`src/rtl/nibble_serial_adder.sv`:
```
// Purpose : WIDTH-bit adder built from one shared 4-bit slice, LS nibble first, registered carry between nibbles.
// Latency : accept on edge 0, nibbles on edges 1..N, done pulses for the cycle after edge N, idle again after edge N+1.
// Backpressure: no queueing; start is only sampled in IDLE, so the requester waits for busy=0.
// Optional subtract (sub port, A - B) is built when SERIAL_ADDER_SUB_EN is defined.
module nibble_serial_adder #(
  parameter int WIDTH = 16
) (
  input  logic             clk,
  input  logic             rst_n,
  input  logic             start,
  input  logic [WIDTH-1:0] op_a,
  input  logic [WIDTH-1:0] op_b,
  input  logic             cin,
`ifdef SERIAL_ADDER_SUB_EN
  input  logic             sub,
`endif
  output logic             busy,
  output logic             done,
  output logic [WIDTH-1:0] sum,
  output logic             cout
);

  localparam int N     = WIDTH / 4;
  localparam int IDX_W = (N > 1) ? $clog2(N) : 1;
  localparam logic [IDX_W-1:0] LAST_IDX = IDX_W'(N - 1);

  typedef enum logic [1:0] {
    S_IDLE = 2'd0,
    S_RUN  = 2'd1,
    S_DONE = 2'd2
  } state_t;

  state_t           state_q, state_d;
  logic [WIDTH-1:0] a_q, a_d;
  logic [WIDTH-1:0] b_q, b_d;
  logic [WIDTH-1:0] sum_q, sum_d;
  logic [IDX_W-1:0] idx_q, idx_d;
  logic             carry_q, carry_d;
  logic             cout_q, cout_d;
  logic             busy_q, busy_d;
  logic             done_q, done_d;

  // Operand B and initial carry as seen at the accepting edge; subtract
  // is A + ~B + 1, so the carry-out doubles as a "no borrow" flag.
  logic [WIDTH-1:0] b_in;
  logic             c_in;
`ifdef SERIAL_ADDER_SUB_EN
  assign b_in = sub ? ~op_b : op_b;
  assign c_in = sub ? 1'b1 : cin;
`else
  assign b_in = op_b;
  assign c_in = cin;
`endif

  // Bit offset of the current nibble and the shared 4+4+1 -> 5 bit slice add.
  logic [IDX_W+1:0] nib_base;
  logic [3:0]       a_nib;
  logic [3:0]       b_nib;
  logic [4:0]       slice;

  // Select the active nibble of each operand and add it with the held carry.
  always_comb begin
    nib_base = {idx_q, 2'b00};
    a_nib    = a_q[nib_base +: 4];
    b_nib    = b_q[nib_base +: 4];
    slice    = {1'b0, a_nib} + {1'b0, b_nib} + {4'b0000, carry_q};
  end

  // Next-state and datapath update for the IDLE/RUN/DONE sequencer.
  always_comb begin
    state_d = state_q;
    a_d     = a_q;
    b_d     = b_q;
    sum_d   = sum_q;
    idx_d   = idx_q;
    carry_d = carry_q;
    cout_d  = cout_q;
    busy_d  = busy_q;
    done_d  = 1'b0;

    case (state_q)
      S_IDLE: begin
        if (start) begin
          // Capture everything here so later input changes cannot leak in.
          state_d = S_RUN;
          a_d     = op_a;
          b_d     = b_in;
          carry_d = c_in;
          idx_d   = '0;
          sum_d   = '0;
          busy_d  = 1'b1;
        end
      end

      S_RUN: begin
        sum_d[nib_base +: 4] = slice[3:0];
        carry_d              = slice[4];
        if (idx_q == LAST_IDX) begin
          // cout only changes here, so it holds the previous result until now.
          cout_d  = slice[4];
          state_d = S_DONE;
          done_d  = 1'b1;
        end else begin
          idx_d = idx_q + 1'b1;
        end
      end

      S_DONE: begin
        state_d = S_IDLE;
        busy_d  = 1'b0;
      end

      default: begin
        state_d = S_IDLE;
        busy_d  = 1'b0;
      end
    endcase
  end

  // State and datapath registers; reset discards any in-flight operation.
  always_ff @(posedge clk or negedge rst_n) begin
    if (!rst_n) begin
      state_q <= S_IDLE;
      a_q     <= '0;
      b_q     <= '0;
      sum_q   <= '0;
      idx_q   <= '0;
      carry_q <= 1'b0;
      cout_q  <= 1'b0;
      busy_q  <= 1'b0;
      done_q  <= 1'b0;
    end else begin
      state_q <= state_d;
      a_q     <= a_d;
      b_q     <= b_d;
      sum_q   <= sum_d;
      idx_q   <= idx_d;
      carry_q <= carry_d;
      cout_q  <= cout_d;
      busy_q  <= busy_d;
      done_q  <= done_d;
    end
  end

  // Every output comes straight from a flop.
  assign busy = busy_q;
  assign done = done_q;
  assign sum  = sum_q;
  assign cout = cout_q;

endmodule

```
`config.mk`:
```
export PLATFORM = sky130hd
export DESIGN_NAME = nibble_serial_adder
export DESIGN_NICKNAME = d
export VERILOG_FILES = /design/src/rtl/nibble_serial_adder.sv
export SDC_FILE = /design/constraint.sdc
export NUM_CORES = 1
export LEC_CHECK = 0
export ABC_AREA = 1
export ABC_CLOCK_PERIOD_IN_PS = 4400
export CAP_MARGIN = 25
export CORE_MARGIN = 10
export CORE_UTILIZATION = 55
export CTS_CLUSTER_DIAMETER = 150
export DETAILED_ROUTE_END_ITERATION = 7
export GPL_ROUTABILITY_DRIVEN = 0
export PLACE_DENSITY = 0.85
export SETUP_SLACK_MARGIN = 0.4
export SLEW_MARGIN = 20
export SYNTH_ARGS = -nofsm -noshare
export SYNTH_HDL_FRONTEND = slang
export SYNTH_SLANG_ARGS = --single-unit
```
`constraint.sdc`:
```
create_clock -name clk -period 4.4 [get_ports clk]
set_input_delay 0.88 -clock clk [delete_from_list [all_inputs] [get_ports clk]]
set_output_delay 0.88 -clock clk [all_outputs]
set_load 0.01 [all_outputs]
```
==> reports/qor.yml, run 1 <==
portBuffers: 54
drive_above_1_share_pct: 7.46
stdcell_count: 416
grt_pass1_vias: 2296
cts.sinks: 56
power_frac_clock_pct: 12.1
final_antenna_net_count: 0
switching_share_pct: 44.6
slew_headroom_pct: 47.0
setup_viol: 0
cp-end-kind: "flip-flop"
n_antenna_cell: 0
critPathKind: "flip-flop to flip-flop"
initial_core_util_pct: 56.6
multi_input_area_um2: 1130
grt_first_pass_wirelength_um: 10100
switching_power_mw: 1.04
drcViolationCount: 0
critical_path.most_common_cell: "fa_1"
status: "complete, no violations"
cts_made_buffers: 5
avgSynthCellArea_um2: 8.56
p_comb_share_pct: 50.5
seq_area_frac_synth_pct: 52.8
met1_usage_pct: 18.1
register_area_um2: 1400
max_slew.worst_pin.slew_ns: 0.795
post-route-period-util_pct: 66.9
core_um2: 4690
synthCells: 310
num_io_pins: 55
cpPeakStageDelay_ns: 0.87
grt_most_used_layer: "met2"
drtIter0Drc: 144
synth_seq_cells: 56
peakVddDrop_v: 0.000413
crit_arrival_ns: 3.19
area_delta_synth_final_pct: 24.0
critPathTopFamily: "flip-flops"
finalSetupTns_ns: 0
rsz0062_at_grt: "false"
drt-total-wl_um: 6090
routed_via_density: 5.42
worstPathCellList: "inv_2, o21ai_0, o22ai_1, fa_1, inv_1, fa_1, nor2_1, nand3_1, nand2_1"
p_leak_nw: 1.65
finalClockSkew_ns: 0.00446
hold_class: "flip-flop to flip-flop"
fmax_ghz: 0.340
p_int_mw: 1.29
dp.cells: 408
place_hpwl_um: 4610
final_common_cell: "nand2_1"
syn-num-nets: 355
cellPowerDensity_nw_per_um2: 709
insertion_delay_ns: 0.31
fillers: 391
cts_resized: 0
grt_use_total_pct: 15.9
pwr-share-seq_pct: 37.4
required_ns: 4.65
cp_slowest_cell: "dfrtp_1"
dr.pass1.iters: 7
overflow: 0
crit_path_max_fanout: 26
die_x_um: 89.5
grt_util_met2_pct: 27.7
grt_max_degree: 57
drv_cap: 0
postCtsHoldBufs: 0
routedWlPerCell_um: 14.6
path_clk_slew_ns: 0.09
die-area_um2: 8010
drv_slew: 0
antenna_found_initial: 0
cts_buffer_depth: 2
postCtsSetupRepairBufs: 0
yosys.cell_types.count: 30
final_cell_mix: "139 x nand2_1, 56 x dfrtp_1, 53 x clkdlybuf4s50_1, 17 x nor2_1, 16 x o21ai_0"
power_mw: 2.33
yosysWarnings: 0
cts_tree: "yes"
fin_crit_ns: 2.94
synth_area_um2: 2660
startpoint_type: "flip-flop"
die_y_um: 89.5
grt_util_met3_pct: 3.74
path_buf_inv: 2
finalHoldViolCount: 0
clock-root-buffer: "clkbuf_8"
via_count: 2255
h-tree-depth: 2
final_net_count: 406
rows: 25
-- registers in the layout, summed over array words and instances (netlist names) --
name and count:
a_q 16, b_q 16, sum 16, idx_q 2, state_q 2, busy 1
carry_q 1, cout 1, done 1
-- routing by layer --
metal	vias to the layer above	wire, µm
met4	0	172
met1	1062	2610
met2	84	2970
met5	-	0
li1	1091	-
met3	18	333
-- area by class of cell --
| type | instances | share of cell area [%] |
|---|---|---|
| Timing Repair Buffer | 55 | 16.5 |
| Sequential cell | 56 | 42.6 |
| Multi-Input combinational cell | 228 | 34.3 |
| Clock buffer | 8 | 2.74 |
| Inverter | 15 | 1.86 |
| Tap cell | 54 | 2.05 |
-- synthesized netlist by cell type, drive strengths merged --
cell type	count	area share, %
a21oi	4	0.75
a22o	1	0.33
a32oi	2	0.66
and3	1	0.28
buf	11	2.4
dfrtp	56	53
fa	2	1.5
ha	7	3.3
inv	15	2.3
mux2	1	0.57
nand2	144	21
nand3	13	2.9
nand4	4	0.94
nor2	18	2.8
nor3	2	0.57
nor3b	1	0.71
o21ai	21	4.4
o22ai	6	1.4
xor2	1	0.33
-- stage by stage --
step	setup WS (ns)	util [%]	cell area, µm²	hold WS, ns
after floorplan	2.25	-	2660	0.423
after global placement	1.68	68.2	3200	0.436
after detailed placement	1.53	68.2	3200	0.442
after CTS	1.52	70.2	3290	0.455
after global routing	1.33	70.2	3290	0.482
final	1.46	70.2	3290	0.455
-- logic make-up (layout without fill, tap and decap cells) --
kind of cell / Yosys count / count (layout) / share of synthesized area, %
simple gates: 183 / 183 / 29.3
xor+xnor: 1 / 1 / 0.330
flops: 56 / 56 / 52.8
fa+ha+maj: 9 / 9 / 4.81
buf+inv: 26 / 78 / 4.71
compound gates: 34 / 34 / 7.54
mux: 1 / 1 / 0.565
-- power groups by stage --
| stage | registers (mW) | logic, mW | clock network [mW] |
|---|---|---|---|
| after global routing | 0.893 | 1.32 | 0.303 |
| after global placement | 0.873 | 1.12 | 0 |
| after floorplan | 0.833 | 0.866 | 0 |
| final | 0.872 | 1.18 | 0.283 |
| after detailed placement | 0.879 | 1.17 | 0 |
| after CTS | 0.870 | 1.18 | 0.288 |
-- worst register-to-register path: stages (launching register included) --
cell and delay [ns]:
dfrtp_1 0.87, inv_2 0.30, o21ai_0 0.27, o22ai_1 0.14
fa_1 0.43, inv_1 0.08, fa_1 0.42, nor2_1 0.17
nand3_1 0.10, nand2_1 0.10
-- final timing paths --
path,start,endpoint,slack [ns],depth (start not counted)
hold / removal,state_q[1]$_DFFE_PN0P_,busy$_DFFE_PN0P_,0.45,1
max in group asynchronous,rst_n,a_q[12]$_DFFE_PN0P_,3.27,2
setup reg to reg,idx_q[0]$_DFFE_PN0P_,sum[13]$_DFFE_PN0P_,1.46,9
hold reg to reg,state_q[1]$_DFFE_PN0P_,busy$_DFFE_PN0P_,0.45,1
setup / recovery,idx_q[0]$_DFFE_PN0P_,sum[13]$_DFFE_PN0P_,1.46,9
min in group asynchronous,rst_n,done$_DFF_PN0_,0.69,2
(Power assumes the default switching activity.)
==> run 2, diff against run 1 <==
--- a/config.mk
+++ b/config.mk
@@ -6,14 +6,14 @@
 export NUM_CORES = 1
 export LEC_CHECK = 0
 export ABC_AREA = 1
-export ABC_CLOCK_PERIOD_IN_PS = 4400
+export ABC_CLOCK_PERIOD_IN_PS = 2830
 export CAP_MARGIN = 25
 export CORE_MARGIN = 10
-export CORE_UTILIZATION = 55
+export CORE_UTILIZATION = 51
 export CTS_CLUSTER_DIAMETER = 150
 export DETAILED_ROUTE_END_ITERATION = 7
 export GPL_ROUTABILITY_DRIVEN = 0
-export PLACE_DENSITY = 0.85
+export PLACE_DENSITY = 0.8
 export SETUP_SLACK_MARGIN = 0.4
 export SLEW_MARGIN = 20
 export SYNTH_ARGS = -nofsm -noshare
==> constraint.sdc (replaced) <==
create_clock -name clk -period 2.83 [get_ports clk]
set_input_delay 0.566 -clock clk [delete_from_list [all_inputs] [get_ports clk]]
set_output_delay 0.566 -clock clk [all_outputs]
set_load 0.01 [all_outputs]
==> reports/qor.yml, run 2 (synthesis results as in run 1) <==
grt_pass1_vias: 2281  # -0.65%
cts.sinks: 56  # unchanged
postCtsHoldBufs: 0  # unchanged
drt-total-wl_um: 5960  # -2.1%
crit_arrival_ns: 2.53  # -0.66 ns
finalSetupTns_ns: 0  # unchanged
core_um2: 5070  # +8.2%
grt_first_pass_wirelength_um: 9980  # -1.6%
clock-root-buffer: "clkbuf_8"
grt_max_degree: 34  # -40%
grt_use_total_pct: 14.3  # -1.6 points
die_x_um: 92.2  # +3.0%
num_io_pins: 55  # unchanged
hold_class: "primary input to async pin"
n_antenna_cell: 0  # unchanged
insertion_delay_ns: 0.31  # about the same
cellPowerDensity_nw_per_um2: 1090  # +53%
cts_tree: "yes"
status: "complete, no violations"
rows: 26  # +4.0%
cp_slowest_cell: "dfrtp_2"
r2r_slack_ns: 0.55  # -0.90 ns
met1_length_um: 2550  # -2.5%
peakVddDrop_v: 0.000559  # +35%
crit-reg2reg-launch: "idx_q[1]$_DFFE_PN0P_"
max_slew.worst_pin.slew_ns: 0.619  # -0.175 ns
setup_viol: 0  # unchanged
die-area_um2: 8490  # +6.1%
overflow: 0  # unchanged
critPathTopFamily: "buffers and inverters"
antenna_found_initial: 0  # unchanged
final_common_cell: "nand2_1"
area_delta_synth_final_pct: 27.1
fmax_ghz: 0.439  # +29%
routed_via_density: 5.02  # -7.3%
dr.pass1.iters: 4  # -3
required_ns: 3.08  # -1.57 ns
dp.cells: 426  # +4.4%
place_hpwl_um: 4690  # +1.9%
path_clk_slew_ns: 0.09  # about the same
reg2reg_to: "sum[6]$_DFFE_PN0P_"
crit_path_max_fanout: 9  # -65%
dr_wl_met3_um: 358  # +7.5%
finalHoldViolCount: 0  # unchanged
maxUsedRoutingLayer: "met4"
worstPathCellList: "clkinvlp_4, buf_4, a32oi_1, inv_1, fa_1, xor2_1, nor2_1, nand3_1, nand2_1"
stdcell_count: 437  # +5.0%
drv_cap: 0  # unchanged
slew_headroom_pct: 58.7  # +12 points
portBuffers: 54  # unchanged
fin_crit_ns: 2.28  # -0.665 ns
finalClockSkew_ns: 0.00584  # +0.00139 ns
rsz0062_at_grt: "false"
initial_core_util_pct: 52.3  # -4.3 points
routedWlPerCell_um: 13.6  # -6.8%
cts_made_buffers: 5  # unchanged
critPathKind: "flip-flop to flip-flop"
path_buf_inv: 3  # +1
drive_above_1_share_pct: 9.81  # +2.4 points
rr_worst_depth: 9  # unchanged
h-tree-depth: 2  # unchanged
via_count: 2195  # -2.7%
drtIter0Drc: 110  # -24%
drcViolationCount: 0  # unchanged
dr_wl_met2_um: 2910  # -1.9%
die_y_um: 92.2  # +3.0%
final_antenna_net_count: 0  # unchanged
cp-end-kind: "flip-flop"
cpPeakStageDelay_ns: 0.46  # -0.41 ns
startpoint_type: "flip-flop"
final_cell_mix: "139 x nand2_1, 55 x dfrtp_1, 53 x clkdlybuf4s50_1, 16 x nor2_1, 16 x o21ai_0"
drv_slew: 0  # unchanged
final_net_count: 411  # +1.2%
p_leak_nw: 1.67  # +1.4%
post-route-period-util_pct: 80.4  # +14 points
cts_buffer_depth: 2  # unchanged
[run 2: worst max-delay path by stage]
stage | from | endpoint | slack (ns) | cells past startpoint
after floorplan | idx_q[0]$_DFFE_PN0P_ | sum[13]$_DFFE_PN0P_ | 0.68 | 10
after global placement | idx_q[0]$_DFFE_PN0P_ | sum[13]$_DFFE_PN0P_ | 0.60 | 9
after detailed placement | idx_q[1]$_DFFE_PN0P_ | sum[6]$_DFFE_PN0P_ | 0.44 | 10
after CTS | idx_q[1]$_DFFE_PN0P_ | sum[6]$_DFFE_PN0P_ | 0.42 | 10
after global routing | idx_q[0]$_DFFE_PN0P_ | sum[6]$_DFFE_PN0P_ | 0.41 | 10
final | idx_q[1]$_DFFE_PN0P_ | sum[6]$_DFFE_PN0P_ | 0.55 | 9
[run 2: timing repair]
item | in CTS | in global routing
buffers inserted | 0 | 3
endpoints found under the hold margin | 0 | 0
endpoints found under the setup margin | 0 | 9
resized for setup | 0 | 3
[run 2: stage by stage]
step           power [mW]  setup WS, ns  hold slack (ns)  cell area (µm²)  util [%]
6_report             3.66         0.554            0.259             3370      66.5
5_1_grt              4.00         0.409            0.300             3370      66.5
4_1_cts              3.64         0.422            0.273             3340      65.9
3_5_place_dp         3.20         0.437            0.435             3250      64.0
3_3_place_gp         3.12         0.595            0.433             3250      64.0
2_1_floorplan        2.64         0.680            0.270             2660         -
[run 2: final cells by class]
cell class	instances	area, µm²
Tap cell	70	87.6
Clock inverter	1	7.51
Sequential cell	56	1400
Multi-Input combinational cell	228	1130
Inverter	15	65.1
Fill cell	430	1700
Timing Repair Buffer	60	593
Clock buffer	7	86.3
[run 2: power breakdown]
| group | internal [mW] | total [mW] | switching [mW] |
|---|---|---|---|
| Clock | 0.199 | 0.439 | 0.240 |
| Combinational | 0.743 | 1.91 | 1.17 |
| Sequential | 1.11 | 1.31 | 0.197 |
| Total | 2.05 | 3.66 | 1.61 |
[run 2: metal layers]
layer	vias up	track usage, %
li1	1097	-
met5	-	0
met4	0	5.78
met1	1018	16.4
met3	15	4.65
met2	65	24.1
==> run 3, diff against run 2 <==
--- a/config.mk
+++ b/config.mk
@@ -6,7 +6,7 @@
 export NUM_CORES = 1
 export LEC_CHECK = 0
 export ABC_AREA = 1
-export ABC_CLOCK_PERIOD_IN_PS = 2830
+export ABC_CLOCK_PERIOD_IN_PS = 2110
 export CAP_MARGIN = 25
 export CORE_MARGIN = 10
 export CORE_UTILIZATION = 51
==> constraint.sdc (replaced) <==
create_clock -name clk -period 2.11 [get_ports clk]
set_input_delay 0.422 -clock clk [delete_from_list [all_inputs] [get_ports clk]]
set_output_delay 0.422 -clock clk [all_outputs]
set_load 0.01 [all_outputs]
==> reports/qor.yml, run 3 (synthesis results as in run 1) <==
critPathKind: "flip-flop to flip-flop"
stdcell_count: 454  # +3.9%
setup_viol: 2  # +2
overflow: 0  # unchanged
insertion_delay_ns: 0.31  # about the same
fin_crit_ns: 2.14  # -0.132 ns
pre_cts_ws_ns: -0.0631  # -0.500 ns
die-area_um2: 8490  # unchanged
rsz0062_at_grt: "true"
cpPeakStageDelay_ns: 0.48  # +0.02 ns
cts_made_buffers: 5  # unchanged
clock-root-buffer: "clkbuf_8"
via_count: 2306  # +5.1%
cts_buffer_depth: 2  # unchanged
h-tree-depth: 2  # unchanged
rr_worst_depth: 9  # unchanged
routed_via_density: 5.08  # +1.1%
grt_use_total_pct: 15.4  # +1.1 points
worstPathCellList: "buf_6, o21ai_2, o22ai_2, fa_2, inv_2, fa_2, nor2_4, nand3_1, nand2_1"
area_delta_synth_final_pct: 39.4
fmax_ghz: 0.466  # +6.2%
finalClockSkew_ns: 0.00773  # +0.00188 ns
power_mw: 6.21  # +69%
final_cell_mix: "136 x nand2_1, 54 x dfrtp_1, 52 x clkdlybuf4s50_1, 16 x buf_4, 13 x nor2_1"
crit_path_max_fanout: 6  # -3
post-route-util_pct: 73.0  # +6.5 points
drv_cap: 0  # unchanged
n_antenna_cell: 0  # unchanged
cts.sinks: 56  # unchanged
final_antenna_net_count: 0  # unchanged
r2r_slack_ns: -0.03  # -0.59 ns
crit_arrival_ns: 2.40  # -0.13 ns
setup_ws_ns: -0.0341  # -0.588 ns
status: "complete, but fails checks"
dp.cells: 435  # +2.1%
slew_headroom_pct: 73.3  # +15 points
critical_path.most_common_cell: "fa_2"
rows: 26  # unchanged
p_leak_nw: 1.81  # +8.7%
reg2reg_to: "sum[13]$_DFFE_PN0P_"
post-route-period-util_pct: 102  # +21 points
grt_max_degree: 34  # unchanged
cellPowerDensity_nw_per_um2: 1680  # +54%
routedWlPerCell_um: 14.7  # +8.1%
drive_above_1_share_pct: 23.4  # +14 points
startpoint_type: "flip-flop"
grt_first_pass_wirelength_um: 10900  # +9.2%
drv_slew: 0  # unchanged
fillers: 378  # -12%
die_x_um: 92.2  # unchanged
core_um2: 5070  # unchanged
drtIter0Drc: 131  # +19%
grt_pass1_vias: 2381  # +4.4%
final_common_cell: "nand2_1"
num_io_pins: 55  # unchanged
max_slew.worst_pin.slew_ns: 0.400  # -0.220 ns
crit-reg2reg-launch: "idx_q[0]$_DFFE_PN0P_"
cts_tree: "yes"
cp_slowest_cell: "dfrtp_2"
holdWs_ns: -0.00181  # -0.261 ns
dr.pass1.iters: 4  # unchanged
cp-end-kind: "flip-flop"
drcViolationCount: 0  # unchanged
portBuffers: 54  # unchanged
antenna_found_initial: 0  # unchanged
die_y_um: 92.2  # unchanged
final_net_count: 428  # +4.1%
multi_input_area_um2: 1310  # +15%
initial_core_util_pct: 52.3  # unchanged
postCtsHoldBufs: 0  # unchanged
path_clk_slew_ns: 0.10  # about the same
place_hpwl_um: 4920  # +4.9%
drt-total-wl_um: 6690  # +12%
required_ns: 2.37  # -0.71 ns
finalHoldViolCount: 3  # +3
register_area_um2: 1400  # about the same
hold_class: "primary input to async pin"
violations: "negative hold slack, negative setup slack"
peakVddDrop_v: 0.000798  # +43%
-- run 3: changes by cell type in the layout (fill, tap and decap cells not counted), sizes merged --
cell           change
buf               +16
clkinvlp           -2
clkbuf             -1
inv                +2
clkdlybuf4s50      -1
clkinv             +2
dlymetal6s2s       +1
-- run 3: area by class of cell --
type | instances | share of cell area (%)
Inverter | 15 | 1.86
Timing Repair inverter | 1 | 0.169
Sequential cell | 56 | 37.9
Tap cell | 70 | 2.37
Clock inverter | 2 | 0.270
Clock buffer | 6 | 2.23
Multi-Input combinational cell | 228 | 35.2
Timing Repair Buffer | 76 | 19.9
-- run 3: stage by stage --
step                TNS [ns]  area, µm²
floorplan                  0       2700
global placement           0       3350
detailed placement    -0.249       3350
CTS                        0       3580
global route          -0.274       3700
finish               -0.0347       3700
-- run 3: worst max-delay path by stage --
stage                               startpoint                  end  slack, ns  cells past startpoint
after floorplan           idx_q[0]$_DFFE_PN0P_  sum[13]$_DFFE_PN0P_       0.06                      9
final                     idx_q[0]$_DFFE_PN0P_  sum[13]$_DFFE_PN0P_      -0.03                      9
after CTS                 idx_q[0]$_DFFE_PN0P_  sum[13]$_DFFE_PN0P_       0.07                      8
after global routing      idx_q[0]$_DFFE_PN0P_  sum[13]$_DFFE_PN0P_      -0.08                      9
after detailed placement  idx_q[0]$_DFFE_PN0P_   sum[6]$_DFFE_PN0P_      -0.06                     10
after global placement    idx_q[0]$_DFFE_PN0P_  sum[13]$_DFFE_PN0P_       0.02                      9
-- run 3: repair_timing --
| item | in CTS | in global routing |
|---|---|---|
| endpoints found under the setup margin | 17 | 18 |
| gates cloned | 1 | 0 |
| setup buffers | 7 | 3 |
| gates resized for setup | 27 | 27 |
| endpoints found under the hold margin | 0 | 0 |
| pin swaps | 8 | 14 |
-- run 3: power by group --
group	switching [mW]	internal [mW]	total [mW]	leakage (nW)
Combinational	2.10	1.71	3.81	1.05
Sequential	0.306	1.49	1.80	0.716
Clock	0.339	0.263	0.601	0.0510
-- run 3: layer usage --
metal / global-route usage, % / vias to the layer above / part of all wire [%]
met4: 5.66 / 0 / 2.2
met5: 0 / - / 0
li1: - / 1142 / -
met3: 4.73 / 12 / 5.7
met2: 26.5 / 73 / 50
met1: 17.6 / 1079 / 42
-- run 3: worst max-delay path, delay by kind of cell (launching register included) --
kind                     cells  cell delay (ns)
adder cells (fa/ha/maj)      2             0.84
AND/OR/NAND/NOR              3             0.30
AO/OA/AOI/OAI                2             0.24
flip-flops                   1             0.48
buffers and inverters        2             0.22
